--- src/rtl/movegen_pkg.sv ---
// movegen_pkg: shared FSM states, direction indices and hit_vec bit mapping for the move-generation scheduler
package movegen_pkg;
  localparam int HIT_W = 16;
  typedef enum logic [2:0] {S_IDLE, S_LOAD, S_SETTLE, S_FETCH, S_EMIT, S_DONE} state_t;
  localparam logic [3:0] DIR_U   = 4'd0;
  localparam logic [3:0] DIR_D   = 4'd1;
  localparam logic [3:0] DIR_L   = 4'd2;
  localparam logic [3:0] DIR_R   = 4'd3;
  localparam logic [3:0] DIR_UL  = 4'd4;
  localparam logic [3:0] DIR_UR  = 4'd5;
  localparam logic [3:0] DIR_DL  = 4'd6;
  localparam logic [3:0] DIR_DR  = 4'd7;
  localparam logic [3:0] DIR_UUL = 4'd8;
  localparam logic [3:0] DIR_UUR = 4'd9;
  localparam logic [3:0] DIR_LLU = 4'd10;
  localparam logic [3:0] DIR_RRU = 4'd11;
  localparam logic [3:0] DIR_DDL = 4'd12;
  localparam logic [3:0] DIR_DDR = 4'd13;
  localparam logic [3:0] DIR_LLD = 4'd14;
  localparam logic [3:0] DIR_RRD = 4'd15;
  function automatic logic [HIT_W-1:0] dir_bit(input logic [3:0] d);
    return HIT_W'(1) << d;
  endfunction
endpackage

--- src/rtl/movegen_pick.sv ---
// movegen_pick: combinational lowest-set-bit encoder, 16-bit pending mask to 4-bit direction index
module movegen_pick
  import movegen_pkg::*;
(
  input  logic [HIT_W-1:0] i_mask,
  output logic [3:0]       o_idx
);
  always_comb begin
    o_idx = '0;
    for (int i = HIT_W - 1; i >= 0; i--) o_idx = i_mask[i] ? 4'(i) : o_idx;
  end
endmodule

--- src/rtl/movegen_scheduler.sv ---
// movegen_scheduler: sequences load/settle of the cell array, then scans every square and streams one move record per set hit bit
// Optional MOVEGEN_ABORT_EN adds an abort input that drops the pass back to IDLE without a done pulse.
module movegen_scheduler
  import movegen_pkg::*;
#(
  parameter int SETTLE_CYCLES = 8,
  parameter int NUM_SQ        = 64
) (
  input  logic             clk,
  input  logic             rst_n,
  input  logic             start,
`ifdef MOVEGEN_ABORT_EN
  input  logic             abort,
`endif
  input  logic             engine_color,
  output logic             color_q,
  output logic             load_en,
  output logic             prop_en,
  output logic [5:0]       sq_sel,
  input  logic [HIT_W-1:0] hit_vec,
  output logic             mv_valid,
  input  logic             mv_ready,
  output logic [5:0]       mv_from,
  output logic [3:0]       mv_dir,
  output logic             busy,
  output logic             done,
  output logic [10:0]      mv_count
);
  localparam int SC = (SETTLE_CYCLES < 1) ? 1 : SETTLE_CYCLES;
  state_t            r_state, w_next;
  logic [31:0]       r_settle;
  logic [HIT_W-1:0]  r_pending;
  logic [5:0]        r_sq_sel;
  logic [10:0]       r_count;
  logic              r_color;
  logic [3:0]        w_dir;
  logic [HIT_W-1:0]  w_left;
  logic              w_abort, w_adv, w_accept, w_last;
`ifdef MOVEGEN_ABORT_EN
  assign w_abort = abort;
`else
  assign w_abort = 1'b0;
`endif
  movegen_pick u_pick (.i_mask(r_pending), .o_idx(w_dir));
  assign w_left = r_pending & ~dir_bit(w_dir);
  assign w_last = r_sq_sel == 6'(NUM_SQ - 1);
  always_ff @(posedge clk or negedge rst_n)
    if (!rst_n) r_state <= S_IDLE;
    else r_state <= w_next;
  always_comb begin
    w_next   = r_state;
    w_adv    = 1'b0;
    w_accept = 1'b0;
    case (r_state)
      S_IDLE:   w_next = start ? S_LOAD : S_IDLE;
      S_LOAD:   w_next = S_SETTLE;
      S_SETTLE: w_next = (r_settle == 32'(SC - 1)) ? S_FETCH : S_SETTLE;
      S_FETCH:  begin
        w_next = (hit_vec != '0) ? S_EMIT : S_FETCH;
        w_adv  = hit_vec == '0;
      end
      S_EMIT:   begin
        w_accept = mv_ready;
        w_adv    = mv_ready && w_left == '0;
      end
      S_DONE:   w_next = S_IDLE;
      default:  w_next = S_IDLE;
    endcase
    if (w_adv) w_next = w_last ? S_DONE : S_FETCH;
    if (w_abort && r_state != S_IDLE) begin
      w_next   = S_IDLE;
      w_adv    = 1'b0;
      w_accept = 1'b0;
    end
  end
  always_ff @(posedge clk or negedge rst_n) begin
    if (!rst_n) begin
      r_settle  <= '0;
      r_pending <= '0;
      r_sq_sel  <= '0;
      r_count   <= '0;
      r_color   <= 1'b0;
    end else begin
      r_settle <= (r_state == S_SETTLE) ? r_settle + 32'd1 : '0;
      if (r_state == S_IDLE && start) begin
        r_color   <= engine_color;
        r_count   <= '0;
        r_sq_sel  <= '0;
        r_pending <= '0;
      end
      if (r_state == S_FETCH) r_pending <= hit_vec;
      if (w_accept) begin
        r_pending <= w_left;
        r_count   <= (r_count == '1) ? r_count : r_count + 11'd1;
      end
      if (w_adv && !w_last) r_sq_sel <= r_sq_sel + 6'd1;
    end
  end
  assign color_q  = r_color;
  assign load_en  = r_state == S_LOAD;
  assign prop_en  = r_state == S_SETTLE;
  assign mv_valid = r_state == S_EMIT;
  assign busy     = r_state != S_IDLE;
  assign done     = r_state == S_DONE;
  assign sq_sel   = r_sq_sel;
  assign mv_from  = r_sq_sel;
  assign mv_dir   = w_dir;
  assign mv_count = r_count;
endmodule

--- config.mk ---
export PLATFORM = sky130hd
export DESIGN_NAME = movegen_scheduler
export DESIGN_NICKNAME = d
export VERILOG_FILES = /design/src/rtl/movegen_pkg.sv /design/src/rtl/movegen_pick.sv /design/src/rtl/movegen_scheduler.sv
export SDC_FILE = /design/constraint.sdc
export NUM_CORES = 1
export LEC_CHECK = 0
export CORE_MARGIN = 3
export CORE_UTILIZATION = 41
export CTS_BUF_LIST = sky130_fd_sc_hd__clkbuf_16
export DETAILED_ROUTE_END_ITERATION = 7
export GPL_TIMING_DRIVEN = 0
export PLACE_DENSITY_LB_ADDON = 0.08
export SLEW_MARGIN = 20
export SYNTH_ARGS = -nofsm -noshare
export SYNTH_HDL_FRONTEND = slang
export SYNTH_SLANG_ARGS = --single-unit
--- constraint.sdc ---
create_clock -name clk -period 3 [get_ports clk]
set_input_delay 0.75 -clock clk [delete_from_list [all_inputs] [get_ports clk]]
set_output_delay 0.75 -clock clk [all_outputs]
set_load 0.01 [all_outputs]
==> results of run 1 <==
==> worst min path at each step <==
stage | start | endpoint | slack [ns]
5_1_grt | rst_n | mv_count[9] | 0.28
3_5_place_dp | color_q | color_q | 0.47
6_report | rst_n | mv_count[9] | 0.27
2_1_floorplan | rst_n | color_q | 0.45
3_3_place_gp | r_settle[0] | r_settle[0] | 0.46
4_1_cts | rst_n | mv_count[9] | 0.27
==> timing repair <==
action,4_1_cts,5_1_grt
pin swaps,0,2
setup buffers,0,1
setup endpoints to repair,2,3
resized for setup,2,10
==> cell type report <==
| cell class | count | area, um2 |
|---|---|---|
| timing repair buffer | 55 | 561.8 |
| clock buffer | 9 | 225.2 |
| buffer | 25 | 171.4 |
| fill | 867 | 4287 |
| clock inverter | 7 | 96.34 |
| sequential | 69 | 1730 |
| tap | 129 | 161.4 |
| multi-input combinational | 337 | 2118 |
| inverter | 17 | 63.81 |
==> registers in the layout (all words and copies together), names as in the netlist <==
signal and count:
r_settle 32, r_pending 16, mv_count 11, mv_from 6, r_state 3, color_q 1
==> power groups by stage <==
stage,logic [mW],registers [mW],clock network (mW)
after detailed placement,2.08,1.24,0
after CTS,2.08,1.22,1.18
after global placement,2.09,1.24,0
after floorplan,1.44,1.20,0
after global routing,2.43,1.27,1.21
final,2.22,1.25,1.16
==> cell usage after synthesis (3+ instances only) <==
cell type and count:
a21oi_1 15, a22o_1 14, and2_1 3, and3_1 8, buf_4 6, buf_6 6, clkbuf_1 10, dfrtp_1 69
ha_1 3, inv_1 16, mux2i_1 3, nand2_1 37, nand2b_1 3, nand3_1 31, nand4_1 10, nor2_1 63
nor3_1 12, nor4_1 12, o211ai_1 5, o21ai_0 28, o41ai_1 3, or2_1 3, or3_1 11, xnor2_1 12
xor2_1 21
==> stage by stage <==
stage,hold WS (ns),setup TNS [ns],instance area [um2]
2_1_floorplan,0.4479,0,4031
5_1_grt,0.2752,-0.07177,5129
3_3_place_gp,0.4639,-86.57,4723
4_1_cts,0.2710,0,5070
6_report,0.2740,0,5129
3_5_place_dp,0.4659,0,4748
==> routing by layer <==
metal / track usage / up-vias
met5: 0 / -
met3: 0.04324 / 10
met4: 0.04967 / 0
met2: 0.2823 / 95
li1: - / 1733
met1: 0.2704 / 1668
==> logic make-up (layout without fill, tap and decap cells) <==
group / after synthesis / after routing / share of synthesized area
multiplexers: 4 / 4 / 0.01024
AO/OA/AOI/OAI: 88 / 88 / 0.1583
flip-flops: 69 / 69 / 0.4283
adder cells (fa/ha/maj): 3 / 3 / 0.009312
XOR/XNOR: 33 / 33 / 0.07170
buffers and inverters: 42 / 113 / 0.05835
AND/OR/NAND/NOR: 209 / 209 / 0.2638
==> metrics.txt, run 1 <==
DRT Pass-1 Iters 4; Residual DRC 0; commonest non-fill, non-tap cell in the layout dfrtp_1; RR Startpoint r_pending[9]; VDD IR max 0.4161 mV; area grow syn2layout 27.22%; Die Ht roughly 110 um; Worst Path Buf+Inv 1; Sw Pwr approximately 1.9 mW; Worst Path Max Fanout 6; H-Tree Depth 3; grt ovf 0; pwr/cell area 901.7 nW/um2; post-synthesis net count roughly 470; final setup margin 0.03323 ns; RSZ-0062 raised after global routing yes; number of flops mapped to enable cells by yosys 0; Final Power approximately 4.6 mW; DRT met1 WL approximately 4900 um; final period utilization 0.9889; flops & latches, synth between 60 and 70; synthesized area per cell between 8 and 9 um2; outcome finished clean; Yosys warnings 0; Clk pwr share 0.250; worst path required time about 2.3 ns; Yosys top cell by area dfrtp_1; Buffers on Ports 53; slew at the pin closest to its max-slew limit 0.7169 ns; wire per inst between 15 and 20 um; Post-Route Utilization 0.5447; final RePlAce weighted congestion 0.8640; top layer in use met4; crit path to mv_dir[1]; CTS Buffer Depth 2; Max-slew headroom 0.5184; critical path endpoint category output pin; top post-synthesis cells by area dfrtp_1 43%, nor2_1 5.9%, xor2_1 4.6%; Crit Path Category reg -> out; post-placement cell count approximately 630; Seq pwr share 0.271; CTS Hold Buffers Added 0; vias in the first global route between 3000 and 4000; wirelength, routed 10090 um; delay of the slowest critical-path stage roughly 0.51 ns; Layout Skew between 0.009 and 0.01 ns; Hold Vio Cnt, Final 0; Placement Setup Slack around 0.015 ns; Non-Filler Instances approximately 650; Slowest cell on crit path dfrtp_1; Data arrival, critical path around 2.2 ns; Final nets about 540; clk slew on worst S/H paths about 0.060 ns; final setup violation count 0; die area about 11000 um2; largest net degree at the start of global routing 56; Setup crit start kind flop; Min-Delay Path Class in -> async; cell internal pwr approximately 2.8 mW; ANT cells 0; ys async rst share 1.000; Initial Util 0.4282; metal2 WL ~4600 um; ys flop type dfrtp_1; power share of the combinational group 0.480; max-slew violations 0; core area approximately 9400 um2; flop2flop setup slack about 0.18 ns; DR vias/cell about 5.4; Reg2Reg Depth 11; Switching Share 0.4015; first-pass GRT wire length approximately 17000 um; Root Driver clkbuf_16; antenna violations before repair 0; via count 3506; crit path from r_pending[6]; initial DRC count approximately 140; Cells after Synth approximately 450; Lkg Pwr ~2.1 nW; Die X between 100 and 150 um; met3 WL 532 um; Num CTS Buffers 9; critical path depth 5; CTS tree yes; synth unique cells 60; Synth top area share 0.4283; Clk Latency, worst-skew pair 0.33 ns; layout cells sized above 1 0.1060; GRT Total Usage 0.1872; FMAX roughly 0.34 GHz; Max Cap Viol 0; most frequent cells in the layout 66 x dfrtp_1, 62 x nor2_1, 51 x clkdlybuf4s50_1; clock sinks 69; Row Count 35; cell breakdown of the critical path nor2_4 > o311ai_2 > a211oi_2 > nor2_1 > clkdlybuf4s50_1; I/O pin count 54; Post-Syn Area 4031 um2; ANT nets after route 0; FF-to-FF End mv_from[5]; Post-DP HPWL roughly 7200 um; CP top delay family compound AO/OA/AOI/OAI gates; Period minus WS final between 2 and 3 ns; sequential fraction of the synthesis area 0.4283
No activity file was read; power rests on OpenSTA's default activity.
==> inputs of run 2 (changes only) <==
==> constraint.sdc (replaced) <==
create_clock -name clk -period 2.75 [get_ports clk]
set_input_delay 0.6875 -clock clk [delete_from_list [all_inputs] [get_ports clk]]
set_output_delay 0.6875 -clock clk [all_outputs]
set_load 0.01 [all_outputs]
==> run 2 against run 1 <==
Against the previous run:
- die area did not move
- register-to-register slack got worse by 0.15 ns
- final area rose by 2.1%
- highest routed layer unchanged
- critical endpoint is now mv_from[5]
- count of clock-buffer cells in the layout did not move
==> metrics.txt, run 2 (synthesis gave the netlist of run 1 again) <==
final period utilization 0.9887; Lkg Pwr 2.130 nW (+2.0%); wirelength, routed 10160 um (+0.70%); Post-DP HPWL 7194 um (unchanged); Hold Vio Cnt, Final 0 (unchanged); grt ovf 0 (unchanged); Die Ht 105.2 um (unchanged); final RePlAce weighted congestion 0.8640 (unchanged); DRT Pass-1 Iters 5 (+1); clock sinks 69 (unchanged); clk slew on worst S/H paths 0.06 ns (about the same); Clk Latency, worst-skew pair 0.33 ns (about the same); max reg flops 32 (unchanged); largest net degree at the start of global routing 56 (unchanged); antenna violations before repair 0 (unchanged); Worst Path Max Fanout 10 (+4); GRT Total Usage 0.1901 (+0.002886); vias in the first global route 3347 (+1.3%); FF-to-FF End mv_from[5]; via count 3532 (+0.74%); flop2flop setup slack 0.03 ns (-0.15 ns); ANT nets after route 0 (unchanged); critical path endpoint category flop; layout cells sized above 1 0.1431 (+0.03716); Crit Path Category reg -> reg; Initial Util 0.4282 (unchanged); wire per inst 15.55 um (about the same); DR vias/cell 5.409 (about the same); Setup crit start kind flop; die area 11060 um2 (unchanged); Period minus WS final ~2.7 ns; Row Count 35 (unchanged); RSZ-0062 raised after global routing yes; CTS Hold Buffers Added 0 (unchanged); Num CTS Buffers 9 (unchanged); I/O pin count 54 (unchanged); pwr/cell area 1006 nW/um2 (+12%); outcome finished clean; initial DRC count 180 (+29%); FMAX 0.3678 GHz; CTS Buffer Depth 2 (unchanged); Max Cap Viol 0 (unchanged); core area 9415 um2 (unchanged); slew at the pin closest to its max-slew limit 0.6082 ns (-0.1087 ns); max-slew violations 0 (unchanged); Die X 105.2 um (unchanged); most frequent cells in the layout 63 x dfrtp_1, 61 x nor2_1, 48 x clkdlybuf4s50_1; Residual DRC 0 (unchanged); Non-Filler Instances 653 (+0.77%); ANT cells 0 (unchanged); first-pass GRT wire length 17060 um (+1.5%); Reg2Reg Depth 11 (unchanged); Final nets 543 (+0.93%); Layout Skew 0.009197 ns (+0.00001441 ns); final setup violation count 0 (unchanged); commonest non-fill, non-tap cell in the layout dfrtp_1; Reg with most FFs r_settle; VDD IR max 0.5186 mV (+25%); Data arrival, critical path 2.96 ns (+0.74 ns); CTS tree yes; area grow syn2layout 29.95%; worst path required time 2.99 ns (+0.74 ns); RR Startpoint r_pending[9]; Min-Delay Path Class in -> async; Buffers on Ports 53 (unchanged); post-placement cell count 631 (unchanged); Max-slew headroom 0.5946 (+0.07616); Root Driver clkbuf_16; setup tns final 0 ns (unchanged); H-Tree Depth 3 (unchanged)
-- run 2: cell type report --
type	count	area (um2)
buffer	25	172.7
clock buffer	9	225.2
clock inverter	7	96.34
fill	854	4177
inverter	17	63.81
multi-input combinational	337	2193
sequential	69	1734
tap	129	161.4
timing repair buffer	60	591.8
-- run 2: how the worst max path moves through the flow --
| stage | from | end | slack (ns) | cells past startpoint |
|---|---|---|---|---|
| after global routing | r_pending[8] | mv_from[5] | -0.06 | 11 |
| after detailed placement | mv_ready | mv_from[5] | -0.17 | 10 |
| after CTS | r_pending[9] | mv_from[5] | 0.004 | 11 |
| after global placement | rst_n | mv_from[1] | -1.45 | 1 |
| after floorplan | r_pending[0] | mv_from[5] | 0.27 | 12 |
| final | r_pending[9] | mv_from[5] | 0.03 | 11 |
-- run 2: stage by stage --
stage	setup WS [ns]	util	instance area (um2)	hold slack, ns	power, mW
6_report	0.03104	0.5564	5239	0.2093	5.271
5_1_grt	-0.06443	0.5564	5239	0.2127	5.599
4_1_cts	0.004263	0.5458	5139	0.2085	5.019
3_5_place_dp	-0.1721	0.5043	4748	0.4659	3.627
3_3_place_gp	-1.447	0.5017	4723	0.4639	3.626
2_1_floorplan	0.2722	-	4031	0.3919	2.885
-- run 2: worst max-delay path, cell delays in order (launching register included) --
cell and delay, ns:
dfrtp_2 0.44, or2_4 0.27, a211oi_4 0.26, a211oi_2 0.11, buf_4 0.19, o41ai_2 0.35
o2111ai_2 0.18, nor3_2 0.15, a21oi_2 0.10, buf_6 0.15, or3_1 0.34, o211ai_1 0.09
-- run 2: repair_timing --
action                     in CTS  in global routing
buffers inserted                2                  4
resized for setup              15                 21
pin swaps                       3                  1
setup endpoints to repair       5                 22
-- run 2: layer usage --
metal	track usage	wire length, um
met1	0.2728	4969
met2	0.2883	4644
met4	0.04967	71
met5	0	0
met3	0.04509	472
-- run 2: where the power goes --
| group | internal [mW] | switching [mW] | total, mW |
|---|---|---|---|
| logic | 1.17 | 1.47 | 2.63 |
| clock network | 0.797 | 0.468 | 1.27 |
| registers | 1.16 | 0.216 | 1.37 |
